===== src/rtl/hdmi_pattern_sequencer.sv =====
// hdmi_pattern_sequencer: frame-level controller for the HDMI pattern driver.
// Detects the rising edge of vertical sync, counts frames, drives the
// animation time_count and the pattern select, and applies host configuration
// (auto-cycle / hold / blank) only at frame boundaries so no frame is torn.
module hdmi_pattern_sequencer #(
   parameter int FRAMES_PER_PATTERN = 60,
   parameter int NUM_PATTERNS       = 4
) (
   input  logic        clk,
   input  logic        rst,
   input  logic        vs,
   input  logic        cfg_valid,
   input  logic [1:0]  cfg_mode,
   input  logic [1:0]  cfg_pattern,
   output logic        cfg_ready,
   output logic [1:0]  pattern_sel,
   output logic [15:0] time_count,
   output logic        blank,
   output logic        frame_start,
   output logic [7:0]  frame_cnt
);

   typedef enum logic [1:0] {
      IDLE  = 2'd0,
      AUTO  = 2'd1,
      HOLD  = 2'd2,
      BLANK = 2'd3
   } state_t;

   localparam logic [7:0] LAST_FRAME = 8'(FRAMES_PER_PATTERN - 1);
   localparam logic [2:0] NUM_PAT    = 3'(NUM_PATTERNS);
   localparam logic [2:0] LAST_PAT   = 3'(NUM_PATTERNS - 1);

   state_t      state, state_nxt;
   logic        vs_d;
   logic        frame_edge;
   logic        pending, pending_nxt;
   logic [1:0]  pend_mode, pend_mode_nxt;
   logic [1:0]  pend_pat, pend_pat_nxt;
   logic [1:0]  pattern_sel_nxt;
   logic [15:0] time_count_nxt;
   logic        blank_nxt;
   logic        frame_start_nxt;
   logic [7:0]  frame_cnt_nxt;
   logic        cfg_ready_nxt;

   // Mode 3 is not a distinct mode; it behaves exactly like BLANK.
   function automatic state_t decode_mode(input logic [1:0] mode);
      case (mode)
         2'd0:    return AUTO;
         2'd1:    return HOLD;
         default: return BLANK;
      endcase
   endfunction

   // An out-of-range start pattern in AUTO restarts the cycle at pattern 0.
   function automatic logic [1:0] clamp_pattern(input logic [1:0] pat);
      if ({1'b0, pat} >= NUM_PAT) return 2'd0;
      return pat;
   endfunction

   // Advance to the next pattern of the auto cycle, wrapping at NUM_PATTERNS.
   function automatic logic [1:0] next_pattern(input logic [1:0] pat);
      if ({1'b0, pat} >= LAST_PAT) return 2'd0;
      return pat + 2'd1;
   endfunction

   assign frame_edge = vs & ~vs_d;

   // State register.
   always_ff @(posedge clk or negedge rst) begin
      if (!rst) state <= IDLE;
      else      state <= state_nxt;
   end

   // Next-state, handshake and frame-level output computation.
   always_comb begin
      state_nxt       = state;
      pending_nxt     = pending;
      pend_mode_nxt   = pend_mode;
      pend_pat_nxt    = pend_pat;
      pattern_sel_nxt = pattern_sel;
      time_count_nxt  = time_count;
      frame_cnt_nxt   = frame_cnt;
      frame_start_nxt = 1'b0;

      // cfg_ready mirrors ~pending, so an accept can never coincide with an apply.
      if (cfg_valid && cfg_ready) begin
         pending_nxt   = 1'b1;
         pend_mode_nxt = cfg_mode;
         pend_pat_nxt  = cfg_pattern;
      end

      if (frame_edge) begin
         frame_start_nxt = 1'b1;
         time_count_nxt  = time_count + 16'd1;
         if (pending) begin
            pending_nxt   = 1'b0;
            state_nxt     = decode_mode(pend_mode);
            frame_cnt_nxt = 8'd0;
            case (decode_mode(pend_mode))
               AUTO:    pattern_sel_nxt = clamp_pattern(pend_pat);
               HOLD:    pattern_sel_nxt = pend_pat;
               default: pattern_sel_nxt = pattern_sel;
            endcase
         end else begin
            case (state)
               IDLE: begin
                  state_nxt       = AUTO;
                  pattern_sel_nxt = 2'd0;
                  frame_cnt_nxt   = 8'd0;
               end
               AUTO: begin
                  if (frame_cnt == LAST_FRAME) begin
                     frame_cnt_nxt   = 8'd0;
                     pattern_sel_nxt = next_pattern(pattern_sel);
                  end else begin
                     frame_cnt_nxt = frame_cnt + 8'd1;
                  end
               end
               default: frame_cnt_nxt = 8'd0;
            endcase
         end
      end

      blank_nxt     = (state_nxt == IDLE) || (state_nxt == BLANK);
      cfg_ready_nxt = ~pending_nxt;
   end

   // Registered outputs, sync edge detector and pending configuration.
   always_ff @(posedge clk or negedge rst) begin
      if (!rst) begin
         vs_d        <= 1'b0;
         pending     <= 1'b0;
         pend_mode   <= 2'd0;
         pend_pat    <= 2'd0;
         pattern_sel <= 2'd0;
         time_count  <= 16'd0;
         blank       <= 1'b1;
         frame_start <= 1'b0;
         frame_cnt   <= 8'd0;
         cfg_ready   <= 1'b1;
      end else begin
         vs_d        <= vs;
         pending     <= pending_nxt;
         pend_mode   <= pend_mode_nxt;
         pend_pat    <= pend_pat_nxt;
         pattern_sel <= pattern_sel_nxt;
         time_count  <= time_count_nxt;
         blank       <= blank_nxt;
         frame_start <= frame_start_nxt;
         frame_cnt   <= frame_cnt_nxt;
         cfg_ready   <= cfg_ready_nxt;
      end
   end

endmodule


===== config.mk =====
export PLATFORM = sky130hd
export DESIGN_NAME = hdmi_pattern_sequencer
export DESIGN_NICKNAME = d
export VERILOG_FILES = /design/src/rtl/hdmi_pattern_sequencer.sv
export SDC_FILE = /design/constraint.sdc
export NUM_CORES = 1
export LEC_CHECK = 0
export BUFFER_PORTS_ARGS = -buffer_cell sky130_fd_sc_hd__buf_2
export CAP_MARGIN = 20
export CORE_MARGIN = 4
export CORE_UTILIZATION = 50
export CTS_BUF_LIST = sky130_fd_sc_hd__clkbuf_8
export DETAILED_ROUTE_END_ITERATION = 10
export PLACE_DENSITY = 0.78
export SKIP_LAST_GASP = 1
export SLEW_MARGIN = 20
export SYNTH_ARGS = -nofsm -noshare
export SYNTH_HDL_FRONTEND = slang
export SYNTH_SLANG_ARGS = --single-unit

===== constraint.sdc =====
create_clock -name clk -period 1.9 [get_ports clk]
set_clock_uncertainty 0.2 [all_clocks]
set_input_delay 0.57 -clock clk [delete_from_list [all_inputs] [get_ports clk]]
set_output_delay 0.57 -clock clk [all_outputs]
set_load 0.01 [all_outputs]

# Word-level counts from Yosys, hierarchy flattened
# Cells that the tools add are included.
# word_totals
out_inout_bits,29
ff_bits,37
wordCells,58
# classes
eq_ne,8
n_mux,24
order_cmp,1
n_bitwise,3
n_reduce_logical,8
add_sub_neg,3
# ops
op,n
8-bit 2-to-1 mux,3
2-bit 2-to-1 mux,10
16-bit by 1-bit adder with 16-bit output (second input constant),1
1-bit 2-to-1 mux,9
8-bit by 1-bit adder with 8-bit output (second input constant),1
8-bit by 6-bit equality test with 1-bit output (second input constant),1
2-bit one-hot mux with 2 select lines,2
2-bit by 1-bit equality test with 1-bit output (second input constant),3
2-bit logical NOT,3
2-bit equality test (second input constant),2
4-bit AND reduction,1
3-bit inequality test (second input constant),1
3-bit nonzero test,1
2-bit by 1-bit adder with 2-bit output (second input constant),1
2-bit greater-or-equal comparator (second input constant),1
2-bit inequality test (second input constant),1
1-bit NOT,2
2-bit OR reduction,1
1-bit AND,1
1-bit logical AND,1
1-bit logical OR,1

# Depth between registers and ports, before layout
# logic_depth
ltp_word,10
ltp_mapped,7

# Worst setup path before layout
# No wires, ideal clock.
# synth_timing
path_type,register to register
startpoint,reg frame_cnt[0]
endpoint,reg pattern_sel[0]
path_buffers,0
path_slack_ns,-0.032
path_stages_with_launch,6
setup_time_ns,0.128
arrival_time_ns,1.604
path_cell_list,dfrtp_1 -> ha_1 -> nand2b_1 -> o41a_1 -> a211oi_2 -> mux2_1
# synth_between
elab_chain_len,3
# synth_rtl
item,line,source
start: declaration,20,output logic [7:0] frame_cnt
start signal: assignment,152,frame_cnt <= frame_cnt_nxt;
8-bit by 6-bit equality test with 1-bit output,114,if (frame_cnt == LAST_FRAME) begin
3-bit inequality test (no source line),n/a,
4-bit AND reduction (no source line),n/a,
end signal: assignment,148,pattern_sel <= pattern_sel_nxt;
end: declaration,16,"output logic [1:0] pattern_sel,"
# No other way between the ends.
# A chain may end at the register's enable or synchronous reset.

# Worst setup path after layout
# layout_timing
startpoint,reg frame_cnt[0]
endpoint,reg pattern_sel[1]
# The elaborated chain is that of the path after synthesis.

==> out/results.tsv <==
stage	metric	value	unit
detailed_routing	antenna-violating nets left	0	
yosys	largest family of logic cells by synthesized area	simple AND/OR/NAND/NOR gates	
clock_tree	Max Buffers Root-to-Sink	2	
power_and_ir_drop	worst vdd ir	701	uV
setup_path	CP Launch Point	frame_cnt[0]	
sta	Final min period	1.87	ns
floorplan	DIE WIDTH	65.3	microns
sta	Peak Freq	534	MHz
yosys	Synth Area in XOR/XNOR	10.2	%
clock_tree	total CTS buffers	5	
run	max-cap viol count	0	
yosys	multiplexer area fraction after synthesis	4.73	%
placement	DP HPWL	2550	microns
clock_tree	clock root cell	clkbuf_8	
global_routing	vias in the first global route	1234	
yosys	complex-gate fraction of the synthesized area	7.18	%
placement	pre-CTS setup slack	0.0133	ns
sta	Least-Margin Pin Slew	0.376	ns
setup_path	required time of the critical path	1.86	ns
power_and_ir_drop	Leak	0.00106	uW
global_routing	first-pass GRT wire length	5640	microns
final_layout	post-route cell area	0.00210	sq mm
clock_tree	Clock Sinks	37	
clock_tree	clk slew on worst S/H paths	0.07	ns
placement	number of port buffers	36	
setup_path	crit path cell chain	ha_2, nand2b_4, o41a_1, a211oi_2, mux2_1	
clock_tree	hold_buf cts	0	
setup_path	Startpoint Class	flip-flop	
detailed_routing	Via-to-Cell Ratio	5.21	
outcome	status	completed	
floorplan	io pins	37	
clock_tree	clock latency at the later pin of the worst-skew pair	0.28	ns
yosys	ranking of synthesized cells by area	dfrtp_1, xnor2_1, nand2_1, dfstp_2, xor2_1	
sta	RSZ-0062 raised after global routing	yes	
global_routing	All-Layer GR Usage	17.1	%
yosys	Yosys cell types	37	
power_and_ir_drop	Pwr per Cell Area	1120	mW/mm^2
global_routing	GRT Residual Overflow	0	
sta	final hold vios	0	
detailed_routing	First-pass DRT Iterations	4	
setup_path	CP max-delay cell	dfrtp_1	
detailed_routing	Residual DRC	0	
final_layout	# fillers	261	
sta	Rel. slew slack	74.6	%
floorplan	Placeable Area	0.00310	sq mm
setup_path	CP Buf/Inv Count	0	
setup_path	R2R Path Start	frame_cnt[0]	
yosys	sequential-to-total area share from yosys stat	56.6	%
final_layout	final net count	213	
placement	Placed Area	0.00197	sq mm
final_layout	layout cell share with drive strength beyond 1	35.5	%
detailed_routing	drt total wl	3350	microns
sta	Final setup violation count	0	
sta	crit share post-route	98.5	%
setup_path	critical-path maximum fanout	3	
floorplan	Starting Density	52.8	%
detailed_routing	drt initial violations	70	
setup_path	Worst EP arrival	1.83	ns
setup_path	CP Capture Type	flip-flop	
placement	RD Place Congestion	0.787	
sta	hold_ws	0.0377	ns
clock_tree	htree depth	2	
sta	Final WS setup	0.0280	ns
detailed_routing	via count	1288	
power_and_ir_drop	total power	2360	uW
yosys	Mapped Area	0.00164	sq mm
clock_tree	CTS tree	built	
global_routing	largest net degree at the start of global routing	38	
yosys	Mapped Nets	157	
final_layout	area added between synthesis and finish	28.4	%
yosys	Mapped Cells	146	
yosys	area share of the largest cell type after synthesis	53.4	%
yosys	cell taking the most area after synthesis	dfrtp_1	
floorplan	row count	20	
detailed_routing	wire per inst	13.6	microns
yosys	register bit total from synthesis	37	
yosys	Warnings, synthesis	0	
floorplan	die area	0.00426	sq mm
setup_path	CP peak stage delay	0.36	ns
setup_path	CP top delay family	compound AO/OA/AOI/OAI gates	
yosys	Synth Area per Inst	11.2	sq um
sta	max-slew violations	0	
yosys	Post-Synth Adder-Cell Area	2.29	%
yosys	Synth Area in Simple Gates	17.0	%
floorplan	die height	65.3	microns
global_routing	initial antenna violation count	0	
final_layout	diode count	0	
min_path	type of the tightest min-delay check	in2async	
setup_path	reg2reg setup slack	0.03	ns
setup_path	Setup CP Type	reg2reg	
-- final timing paths --
check | to | cells past startpoint
max | pattern_sel[1] | 5
min | time_count[8] | 2
max reg2reg | pattern_sel[1] | 5
min reg2reg | time_count[15] | 1
max in group asynchronous | cfg_ready | 2
min in group clk | vs_d | 1
-- routing by layer --
metal  vias to the layer above  GRT usage, %  wire length (microns)  share of wire, %
met3                         4          4.27                    209               6.2
met1                       630          20.9                   1400                42
met5                         -             0                      0                 0
met4                         0          5.70                     37               1.1
met2                        38          29.6                   1700                51
li1                        616             -                      -                 -
-- Yosys cell counts --
| library cell | count |
|---|---|
| o41a_1 | 1 |
| mux2_1 | 2 |
| o21a_1 | 1 |
| nor4_2 | 1 |
| nand2_1 | 19 |
| mux2_2 | 4 |
| nor4_1 | 1 |
| nor2_1 | 9 |
| a41oi_1 | 1 |
| o22ai_1 | 1 |
| nor3b_1 | 1 |
| and3_1 | 3 |
| o31ai_1 | 1 |
| a21oi_1 | 3 |
| inv_1 | 4 |
| a211oi_2 | 1 |
| a22o_1 | 1 |
| nand2b_1 | 4 |
| clkbuf_1 | 1 |
| nand3_1 | 7 |
| buf_2 | 2 |
| o41ai_1 | 1 |
| xor2_1 | 6 |
| o21ai_0 | 4 |
| a31oi_1 | 1 |
| nand3b_1 | 1 |
| o21ai_1 | 1 |
| or3b_2 | 1 |
| inv_2 | 1 |
| dfstp_2 | 2 |
| nand4_1 | 6 |
| or2_1 | 1 |
| nand4b_1 | 1 |
| ha_1 | 3 |
| dfrtp_1 | 35 |
| mux2i_1 | 1 |
| xnor2_1 | 13 |
-- flip-flops by register name, summed over array words and instances, names as in the netlist --
signal,count
time_count,16
frame_cnt,8
pattern_sel,2
pend_mode,2
pend_pat,2
state,2
blank,1
cfg_ready,1
frame_start,1
pending,1
vs_d,1
-- cells by family (layout without fill, tap and decap cells) --
logic type,Yosys count,in the layout
AND/OR/NAND/NOR,55,55
flip-flops,37,37
XOR/XNOR,19,19
AO/OA/AOI/OAI,17,17
buffers and inverters,8,65
multiplexers,7,7
adder cells (fa/ha/maj),3,3
-- where the power goes --
part | total (uW) | internal, uW | switching, uW
clock | 583 | 327 | 255
sequential | 1150 | 976 | 169
combinational | 631 | 321 | 310
total | 2360 | 1620 | 735
-- cells in the final DEF, fill, tap and decap left out, types with 6 or more instances in the layout --
master    instances
buf_2            36
dfrtp_1          35
nand2_1          19
buf_4            15
xnor2_1          13
nor2_1            9
nand3_1           7
clkbuf_8          7
nand4_1           6
xor2_1            6
-- per-stage QoR --
stage	utilization (%)	std cells	setup TNS [ns]
global placement	63.6	236	0
floorplan	-	146	-0.0584
detailed placement	63.6	236	0
CTS	66.9	244	-0.000535
finish	67.8	247	0
global route	67.8	247	-0.0998
-- final cells by class --
class | count | area, sq um | area share [%]
flip-flops and latches | 37 | 928 | 44.1
multi-input cells | 101 | 688 | 32.7
repair buffers | 52 | 313 | 14.9
clock buffers | 7 | 96.3 | 4.58
well taps | 44 | 55.1 | 2.62
inverters | 5 | 18.8 | 0.892
clock inverters | 1 | 5.00 | 0.238
-- timing repair --
| action | CTS | global route |
|---|---|---|
| endpoints found under the setup margin | 1 | 2 |
| buffers inserted | 0 | 3 |
| gates resized for setup | 0 | 1 |
Note: power is estimated with default switching activity, not from simulation.
